**src/rtl/dual_slope_seq.sv**
```systemverilog
// Dual-slope ADC sequencer: AZ/INT/DEINT phases, N-digit BCD count, DU-gated latch.
// Define DSADC_SCAN_EN to add the multiplexed DS/Q digit-scan outputs.
module dual_slope_seq #(
  parameter int DIGITS     = 4,
  parameter int AZ_CYCLES  = 4000,
  parameter int INT_CYCLES = 2000,
  parameter int FS_LIMIT   = 1999,
  parameter int UR_LIMIT   = 180,
  parameter int SCAN_DIV   = 16
) (
  input  logic                CP,
  input  logic                R,
  input  logic                RUN,
  input  logic                CMP,
  input  logic                POL_IN,
  input  logic                DU,
  output logic                SW_AZ,
  output logic                SW_INT,
  output logic                SW_REF,
  output logic                EOC,
  output logic [4*DIGITS-1:0] BCD,
  output logic                POL,
  output logic                OR,
  output logic                UR
`ifdef DSADC_SCAN_EN
  ,
  output logic [DIGITS-1:0]   DS,
  output logic [3:0]          Q
`endif
);

  localparam int PMAX = (AZ_CYCLES > INT_CYCLES) ? AZ_CYCLES : INT_CYCLES;
  localparam int PW   = $clog2(PMAX + 1);
  localparam int BW   = $clog2(FS_LIMIT + 1);
  localparam int URC  = (UR_LIMIT > FS_LIMIT + 1) ? FS_LIMIT + 1 : UR_LIMIT;

  localparam logic [PW-1:0] AZ_LAST  = PW'(AZ_CYCLES - 1);
  localparam logic [PW-1:0] INT_LAST = PW'(INT_CYCLES - 1);
  localparam logic [BW-1:0] FS       = BW'(FS_LIMIT);
  localparam logic [BW:0]   URL      = (BW + 1)'(URC);

  typedef enum logic [2:0] {
    IDLE, AZ, INTG, DEINT, DONE
  } state_t;

  state_t              st;
  logic [PW-1:0]       ph;
  logic [BW-1:0]       bin;
  logic [4*DIGITS-1:0] cnt;
  logic                polw;

  // Ripple BCD increment: a digit wrapping 9->0 carries into the next one.
  function automatic logic [4*DIGITS-1:0] bcd_inc(
    input logic [4*DIGITS-1:0] v
  );
    logic [4*DIGITS-1:0] r;
    logic                c;
    r = v;
    c = 1'b1;
    for (int i = 0; i < DIGITS; i++) begin
      if (c) begin
        if (r[4*i +: 4] == 4'd9) begin
          r[4*i +: 4] = 4'd0;
        end else begin
          r[4*i +: 4] = r[4*i +: 4] + 4'd1;
          c = 1'b0;
        end
      end
    end
    return r;
  endfunction

  always_ff @(posedge CP) begin
    if (R) begin
      st     <= IDLE;
      ph     <= '0;
      bin    <= '0;
      cnt    <= '0;
      polw   <= 1'b0;
      SW_AZ  <= 1'b0;
      SW_INT <= 1'b0;
      SW_REF <= 1'b0;
      EOC    <= 1'b0;
      BCD    <= '0;
      POL    <= 1'b0;
      OR     <= 1'b0;
      UR     <= 1'b0;
    end else begin
      EOC <= 1'b0;
      unique case (st)
        IDLE: begin
          if (RUN) begin
            st    <= AZ;
            ph    <= '0;
            SW_AZ <= 1'b1;
          end
        end
        AZ: begin
          if (ph == AZ_LAST) begin
            st     <= INTG;
            ph     <= '0;
            SW_AZ  <= 1'b0;
            SW_INT <= 1'b1;
          end else begin
            ph <= ph + 1'b1;
          end
        end
        INTG: begin
          if (ph == INT_LAST) begin
            st     <= DEINT;
            ph     <= '0;
            polw   <= POL_IN;
            bin    <= '0;
            cnt    <= '0;
            SW_INT <= 1'b0;
            SW_REF <= 1'b1;
          end else begin
            ph <= ph + 1'b1;
          end
        end
        DEINT: begin
          // CMP still high at full scale is the overrange exit.
          if (!CMP || bin == FS) begin
            st     <= DONE;
            SW_REF <= 1'b0;
            EOC    <= 1'b1;
            if (DU) begin
              BCD <= cnt;
              POL <= polw;
              OR  <= CMP;
              UR  <= ({1'b0, bin} < URL) && !CMP;
            end
          end else begin
            bin <= bin + 1'b1;
            cnt <= bcd_inc(cnt);
          end
        end
        DONE: begin
          if (RUN) begin
            st    <= AZ;
            ph    <= '0;
            SW_AZ <= 1'b1;
          end else begin
            st <= IDLE;
          end
        end
        default: st <= IDLE;
      endcase
    end
  end

`ifdef DSADC_SCAN_EN
  localparam int SDW = $clog2(SCAN_DIV + 1);
  localparam int SLW = $clog2(DIGITS + 1);

  localparam logic [SDW-1:0] SD_LAST = SDW'(SCAN_DIV - 1);
  localparam logic [SLW-1:0] MSD     = SLW'(DIGITS - 1);

  logic [SDW-1:0] sdiv;
  logic [SLW-1:0] sel;

  always_ff @(posedge CP) begin
    if (R) begin
      sdiv <= '0;
      sel  <= MSD;
    end else if (sdiv == SD_LAST) begin
      sdiv <= '0;
      sel  <= (sel == '0) ? MSD : sel - 1'b1;
    end else begin
      sdiv <= sdiv + 1'b1;
    end
  end

  assign DS = DIGITS'(1) << sel;
  assign Q  = BCD[4*sel +: 4];
`endif

endmodule

```
**config.mk**
```make
export PLATFORM = sky130hd
export DESIGN_NAME = dual_slope_seq
export DESIGN_NICKNAME = d
export VERILOG_FILES = /design/src/rtl/dual_slope_seq.sv
export SDC_FILE = /design/constraint.sdc
export NUM_CORES = 1
export LEC_CHECK = 0
export ABC_AREA = 1
export CAP_MARGIN = 30
export CORE_UTILIZATION = 40
export DETAILED_ROUTE_END_ITERATION = 16
export GPL_ROUTABILITY_DRIVEN = 0
export GPL_TIMING_DRIVEN = 0
export PLACE_DENSITY = 0.63
export RECOVER_POWER = 100
export SYNTH_ARGS = -nofsm -noshare
export SYNTH_HDL_FRONTEND = slang
export SYNTH_SLANG_ARGS = --single-unit
```
**constraint.sdc**
```tcl
create_clock -name CP -period 3.8 [get_ports CP]
set_input_delay 0.38 -clock CP [delete_from_list [all_inputs] [get_ports CP]]
set_output_delay 0.38 -clock CP [all_outputs]
set_load 0.01 [all_outputs]
```
## Word-level counts from Yosys, hierarchy flattened

Cells that the tools add are included.

- Input port bits: 6
- Bits in registers: 66
- Word-level logic and storage cells: 112
- Latch bits: 0
- Bits in writable memories: 0
- Bits in read-only memories: 0
- Memories: 0

- $lt $le $gt $ge: 1
- Equality and inequality tests: 20
- Divide/modulo/power cells: 0
- Shifts and indexed selects: 0
- Add/subtract/negate cells: 6
- Multiply operators: 0
- Reduce and logical (&&, ||, !) cells: 21
- Mux-type cells: 47
- Bitwise logic cells: 1

Operator list:

| operator | number |
|---|---|
| $mux 12 | 3 |
| $pmux 12 s3 | 1 |
| $mux 16 | 2 |
| $pmux 16 s2 | 1 |
| $mux 4 | 7 |
| $mux 1 | 22 |
| $mux 11 | 2 |
| $pmux 11 s2 | 1 |
| $add 4x1->4 const B | 4 |
| $eq 4x4->1 const B | 4 |
| $ne 2x2->1 const B | 8 |
| $reduce_and 4->1 | 4 |
| $pmux 3 s5 | 1 |
| $reduce_and 3->1 | 5 |
| $add 12x1->12 const B | 1 |
| $eq 12x11->1 const B | 1 |
| $eq 12x12->1 const B | 1 |
| $mux 3 | 4 |
| $add 11x1->11 const B | 1 |
| $eq 11x11->1 const B | 1 |
| $lt 11x8->1 const B | 1 |
| $eq 3x2->1 const B | 2 |
| $pmux 1 s2 | 3 |
| $reduce_bool 2->1 | 3 |
| 11 further kinds | 13 |

## Logic depth before layout (Yosys ltp)

Gate-level depths: netlist of run 1.

- Depth in word-level cells: 16
- Depth in mapped cells: 12
- Mapped depth without buffers: 12

## Worst setup path after synthesis of run 1

No wires, ideal clock.

- Kind: register to register
- Start point: register bin[0]
- End point: register UR
- Data arrival time: 1.449 ns
- Cell stages (with the launch flop): 11
- Buffers on the path: 2
- Slack: 2.223 ns
- Path through: dfxtp_1 ha_1 nand2_2 nor2_4 nand3_2 nand2_1 nand3_2 buf_6 buf_6 o21ai_1 nor2_1

- Cells in the longest elaborated chain, start to end: 3

RTL lines:

| item | line | text |
|---|---|---|
| start, declared | 48 | `logic [BW-1:0] bin;` |
| start signal, assigned | 134 | `bin <= bin + 1'b1;` |
| parallel branches: the longest is 3 deep, another holds $lt 11x8->1 | - |  |
| end signal, assigned | 131 | `UR <= ({1'b0, bin} < URL) && !CMP;` |
| end, declared | 24 | `output logic UR` |

Parallel ways; which one is timed is not known.
A chain may end at the register's enable or synchronous reset.

## Worst setup path in the final report of run 1

Same ends and word-level chain as after synthesis.

==> run_results.csv, run 1 <==
group,metric,value,unit
status,status,"finished, final reports clean",
logic_synthesis,synth_enable_flop_cells,0,
worst_setup_path,cp.arrival,2780,ps
global_routing,grtUsageTotal,0.196,
detailed_routing,wl,8100,µm
logic_synthesis,yosys.cell_types.count,36,
logic_synthesis,yosys-top-cells-area,"dfxtp_1 (39%), nand2_1 (11%), a21oi_1 (7.1%)",
clocking,cts.clk_slew.worst_paths,70,ps
logic_synthesis,syn_inst,494,
power_and_ir_drop,peakVddDrop,0.199,mV
worst_setup_path,crit_required,4010,ps
die,coreArea,0.00826,mm²
clocking,clock-sinks,66,
logic_synthesis,async_flop_share,0,
logic_synthesis,synth_compound_area_frac,0.138,
logic_synthesis,ys_top_cells_by_count,"nand2_1 (105), dfxtp_1 (66), inv_1 (63)",
global_routing,antenna_found_initial,0,
detailed_routing,vias_per_cell,4.97,
flow_run,drv_cap,0,
final_layout,diodes,0,
logic_synthesis,ys_seq_area_frac,0.385,
sta,drv_slew,0,
sta,max_slew_margin,0.509,
power_and_ir_drop,power.total,0.00187,W
clocking,cts-buffers-inserted,9,
global_routing,grt_max_degree,12,
final_layout,nFillCells,891,
sta,tns,0,ps
logic_synthesis,syn_nets,510,
logic_synthesis,synth_xor_area_frac,0.0204,
worst_setup_path,critPathCaptureType,"flip-flop",
sta,finClkSkew,8.30,ps
clocking,cts_tree,"built",
sta,hold_slack,443,ps
detailed_routing,vias,3198,
logic_synthesis,synth.most_common_cell,"nand2_1",
logic_synthesis,synth_top_area_frac,0.385,
logic_synthesis,synthFlopType,"dfxtp_1",
clocking,clock_tree.buffer_depth,2,
worst_setup_path,crit_path_max_fanout,10,
global_routing,grt_pass1_wl,13600,µm
worst_setup_path,crit_slowest_cell,"dfxtp_1",
logic_synthesis,synthSimpleGateAreaFrac,0.317,
logic_synthesis,postSynthAreaPerCell,6.94,µm²
global_routing,first_global_vias,2884,
logic_synthesis,syn_area,0.00343,mm²
detailed_routing,drc,0,
place,dpl.hpwl,5720,µm
die,ios,29,
worst_setup_path,slowest_delay,450,ps
clocking,cts-root-buf,"clkbuf_8",
final_layout,drive_above_1_share,0.0595,
clocking,cts_resized,0,
sta,setup_viol,0,
logic_synthesis,synth_top_family_by_area,"simple AND/OR/NAND/NOR gates",
sta,worst_pin_slew,736,ps
place,portBuffers,28,
logic_synthesis,synth_fa_ha_area_frac,0.0365,
clocking,cts_max_level,3,
global_routing,grt_overflow,0,
logic_synthesis,synthMuxAreaShare,0,
sta,finalHoldViolCount,0,
detailed_routing,wl_per_cell,12.6,µm
die,fp.dieW,94.6,µm
worst_setup_path,worstSetupPathType,"reg2reg",
clocking,clk_latency,340,ps
power_and_ir_drop,p_per_area,476,mW/mm²
worst_setup_path,crit_path_cell_trace,"ha_1 -> nand2_1 -> nor2_1 -> nand3_1 -> nand2_1 -> nand3_1 -> clkbuf_1 -> clkbuf_1 -> o21ai_0 -> nor2_1",
final_layout,fin_nets,549,
worst_setup_path,cp-start-kind,"flip-flop",
detailed_routing,ant_nets,0,
clocking,cts_setup_buffers,0,
logic_synthesis,yosysTopAreaCell,"dfxtp_1",
sta,clock.fmax,390,MHz
power_and_ir_drop,p_leak,1.62,nW
final_layout,area.growth.synth_to_final,14.3,%
die,rows,33,
logic_synthesis,synth-seq-cells,66,
clocking,cts_hold_buf,0,
sta,rsz0062_at_grt,"false",
min_path,min_path_type,"reg2reg",
detailed_routing,first_iter_violations,158,
sta,period_share,0.674,
die,die_h,94.6,µm
detailed_routing,drt-pass1-iter-count,5,
die,dieArea,0.00895,mm²
sta,period_needed,2560,ps
die,start_util,0.415,
logic_synthesis,yosysWarnings,0,
## cells by family after synthesis
kind of cell             after synthesis
flip-flops                            66
AND/OR/NAND/NOR                      240
buffers and inverters                 81
AO/OA/AOI/OAI                         89
adder cells (fa/ha/maj)               10
XOR/XNOR                               8
## stage by stage
stage / instance area, µm² / std cells / util / worst slack [ps]
4_1_cts: 4050 / 643 / 0.490 / 1920
6_report: 3920 / 643 / 0.475 / 1240
3_5_place_dp: 3840 / 627 / 0.465 / 1720
5_1_grt: 3920 / 643 / 0.475 / 945
2_1_floorplan: 3430 / 494 / - / 2220
3_3_place_gp: 3840 / 627 / 0.465 / 1760
## critical path: cells and delay by family, from the launching register on
family,cells,cell delay (ps)
and+or+nand+nor,6,810
buffers and inverters,2,670
DFF,1,450
AOI/OAI and AO/OA,1,270
adders and majority gates,1,220
## sequential cells by signal, indices dropped and copies added, names as in the netlist, 3 cells and up
register,flops
BCD,16
bin,11
cnt,16
ph,12
st,3
## worst paths after layout
kind	slack, ps	depth (start not counted)	from	endpoint
setup / recovery	1240	10	bin[0]$_SDFFE_PP0P_	UR$_SDFFE_PP0P_
hold / removal	440	2	polw$_SDFFE_PP0P_	polw$_SDFFE_PP0P_
setup reg to reg	1240	10	bin[0]$_SDFFE_PP0P_	UR$_SDFFE_PP0P_
hold reg to reg	440	2	polw$_SDFFE_PP0P_	polw$_SDFFE_PP0P_
## layout make-up
type,instances,area (µm²),area share
Clock buffer,11,151,0.0386
Inverter,67,251,0.0641
Sequential cell,66,1320,0.337
Buffer,14,55.1,0.0140
Clock inverter,5,52.6,0.0134
Tap cell,105,131,0.0335
Multi-Input combinational cell,347,1680,0.428
Timing Repair Buffer,28,280,0.0715
## per-layer routing
metal,global-route usage,vias to the layer above,share of wire
met4,0.0669,0,0.015
met3,0.0435,11,0.047
met5,0,-,0
met1,0.252,1465,0.47
met2,0.323,67,0.46
li1,-,1655,-
## power breakdown
part | switching (W) | total (W) | internal (W)
sequential | 0.0000515 | 0.000799 | 0.000747
clock | 0.000275 | 0.000611 | 0.000335
combinational | 0.000302 | 0.000458 | 0.000156
## placed cells by master (no fill, tap or decap), types with 2 or more instances in the layout
| master | Yosys | final |
|---|---|---|
| a21oi_1 | 49 | 50 |
| buf_2 | 2 | 2 |
| clkbuf_1 | 5 | 11 |
| clkbuf_8 | 0 | 11 |
| clkdlybuf4s50_1 | 0 | 5 |
| clkinv_2 | 0 | 3 |
| dfxtp_1 | 66 | 66 |
| dlygate4sd3_1 | 0 | 23 |
| ha_1 | 10 | 10 |
| inv_1 | 63 | 64 |
| inv_2 | 4 | 3 |
| nand2_1 | 105 | 108 |
| nand3_1 | 37 | 41 |
| nand3_2 | 4 | 2 |
| nand4_1 | 3 | 3 |
| nor2_1 | 61 | 64 |
| nor2_2 | 4 | 2 |
| nor3_1 | 10 | 10 |
| nor4_1 | 2 | 2 |
| o21ai_0 | 33 | 34 |
| or2_2 | 3 | 3 |
| xnor2_1 | 3 | 3 |
| xor2_1 | 5 | 5 |
No activity file was read; power rests on OpenSTA's default activity.
==> run 2, diff against run 1 <==
- clock period: 3.8 -> 2.55 ns (I/O delays scaled with it)
==> run 2 against run 1 <==
Compared with the run above: fmax increased by 20%; core utilization grew 0.76 points; worst hold slack is essentially flat; non-clock buffer count did not move; clock-buffer cell count did not move; clock power grew 49%; register-to-register slack got worse by 820 ps; final area is 1.6% higher.
==> run_results.csv, run 2 (synthesis gave the netlist of run 1 again) <==
group,metric,value,unit
sta,drv_slew,0,
final_layout,layout_common_cells,"nand2_1 (108), dfxtp_1 (66), inv_1 (64)",
sta,clock.fmax,469,MHz
worst_setup_path,crit_required,2790,ps
global_routing,first_global_vias,2884,
power_and_ir_drop,peakVddDrop,0.299,mV
die,die_h,94.6,µm
clocking,cts.clk_slew.worst_paths,70,ps
place,place_inst,627,
sta,max_slew_margin,0.526,
detailed_routing,wl_per_cell,12.6,µm
power_and_ir_drop,p_per_area,702,mW/mm²
die,dieArea,0.00895,mm²
detailed_routing,drt-pass1-iter-count,4,
worst_setup_path,cp.arrival,2370,ps
clocking,cts_setup_buffers,0,
worst_setup_path,crit_top_cell,"nor2_1",
final_layout,reg_top3,"BCD: 16 flops, cnt: 16 flops, ph: 12 flops",
die,start_util,0.415,
detailed_routing,ant_nets,0,
sta,tns,0,ps
worst_setup_path,path_buf_inv,1,
sta,setup_viol,0,
sta,period_share,0.835,
final_layout,nFillCells,879,
clocking,cts-root-buf,"clkbuf_8",
global_routing,antenna_found_initial,0,
power_and_ir_drop,p_leak,1.65,nW
clocking,cts_tree,"built",
worst_setup_path,worstSetupPathType,"reg2reg",
worst_setup_path,critPathTopFamily,"simple AND/OR/NAND/NOR gates",
worst_setup_path,cp-start-kind,"flip-flop",
global_routing,grtUsageTotal,0.196,
final_layout,drive_above_1_share,0.0743,
status,status,"finished, final reports clean",
global_routing,grt_max_degree,12,
clocking,clock-sinks,66,
final_layout,diodes,0,
global_routing,grt_pass1_wl,13600,µm
place,dpl.hpwl,5720,µm
die,coreArea,0.00826,mm²
clocking,clk_latency,340,ps
final_layout,stdcell_count,643,
detailed_routing,first_iter_violations,147,
final_layout,area.growth.synth_to_final,16.1,%
clocking,cts_hold_buf,0,
flow_run,drv_cap,0,
sta,rsz0062_at_grt,"false",
worst_setup_path,crit_slowest_cell,"dfxtp_1",
clocking,cts_resized,0,
die,ios,29,
detailed_routing,drc,0,
sta,period_needed,2130,ps
sta,finClkSkew,7.18,ps
final_layout,fin_nets,549,
clocking,cts_max_level,3,
detailed_routing,wl,8110,µm
worst_setup_path,critPathCaptureType,"flip-flop",
worst_setup_path,slowest_delay,450,ps
place,portBuffers,28,
clocking,clock_tree.buffer_depth,2,
final_layout,layout_commonest_cell,"nand2_1",
detailed_routing,vias_per_cell,4.95,
detailed_routing,vias,3181,
die,rows,33,
worst_setup_path,crit_path_max_fanout,10,
die,fp.dieW,94.6,µm
global_routing,grt_overflow,0,
sta,worst_pin_slew,710,ps
sta,finalHoldViolCount,0,
worst_setup_path,crit_path_cell_trace,"ha_1 -> nand2_1 -> nor2_4 -> nand3_2 -> nand3_4 -> nand2_1 -> inv_1 -> nor2_1 -> nor2_1 -> nor2_1",
clocking,cts-buffers-inserted,9,
min_path,min_path_type,"reg2reg",
run 2: per-layer routing:
| layer | wire length [µm] | global-route usage | vias to the layer above |
|---|---|---|---|
| met3 | 327 | 0.0435 | 7 |
| li1 | - | - | 1655 |
| met5 | 0 | 0 | - |
| met4 | 87 | 0.0669 | 0 |
| met1 | 3940 | 0.252 | 1455 |
| met2 | 3750 | 0.323 | 64 |
run 2: path summary, 6_finish.rpt:
check / startpoint / slack (ps) / to / depth (start not counted)
min reg2reg: polw$_SDFFE_PP0P_ / 440 / polw$_SDFFE_PP0P_ / 2
max: bin[0]$_SDFFE_PP0P_ / 420 / bin[3]$_SDFFE_PP0P_ / 10
min: polw$_SDFFE_PP0P_ / 440 / polw$_SDFFE_PP0P_ / 2
max reg2reg: bin[0]$_SDFFE_PP0P_ / 420 / bin[3]$_SDFFE_PP0P_ / 10
run 2: cell type report:
class	count	area (µm²)	area share
inverter	67	251	0.0631
buffer	14	92.6	0.0232
multi-input combinational	347	1700	0.427
clock buffer	11	151	0.0380
timing repair buffer	28	280	0.0704
sequential	66	1320	0.332
clock inverter	5	52.6	0.0132
tap	105	131	0.0330
run 2: power by group:
group | leakage [nW] | internal [W] | total (W) | switching (W)
sequential | 0.533 | 0.00111 | 0.00119 | 0.0000761
combinational | 1.01 | 0.000245 | 0.000698 | 0.000453
clock | 0.105 | 0.000500 | 0.000908 | 0.000408
total | 1.65 | 0.00186 | 0.00280 | 0.000937
run 2: per-stage QoR:
stage	hold WS, ps	instance area (µm²)	power (W)	utilization	setup slack (ps)
detailed placement	433	3840	0.00196	0.465	591
finish	443	3980	0.00280	0.482	420
floorplan	420	3430	0.00174	-	973
CTS	444	4050	0.00287	0.490	673
global route	466	3980	0.00299	0.482	229
global placement	432	3840	0.00194	0.465	632
run 2: worst min-delay path: stages (launching register included):
cell,delay (ps)
dfxtp_1,310
inv_1,50
a21oi_1,50
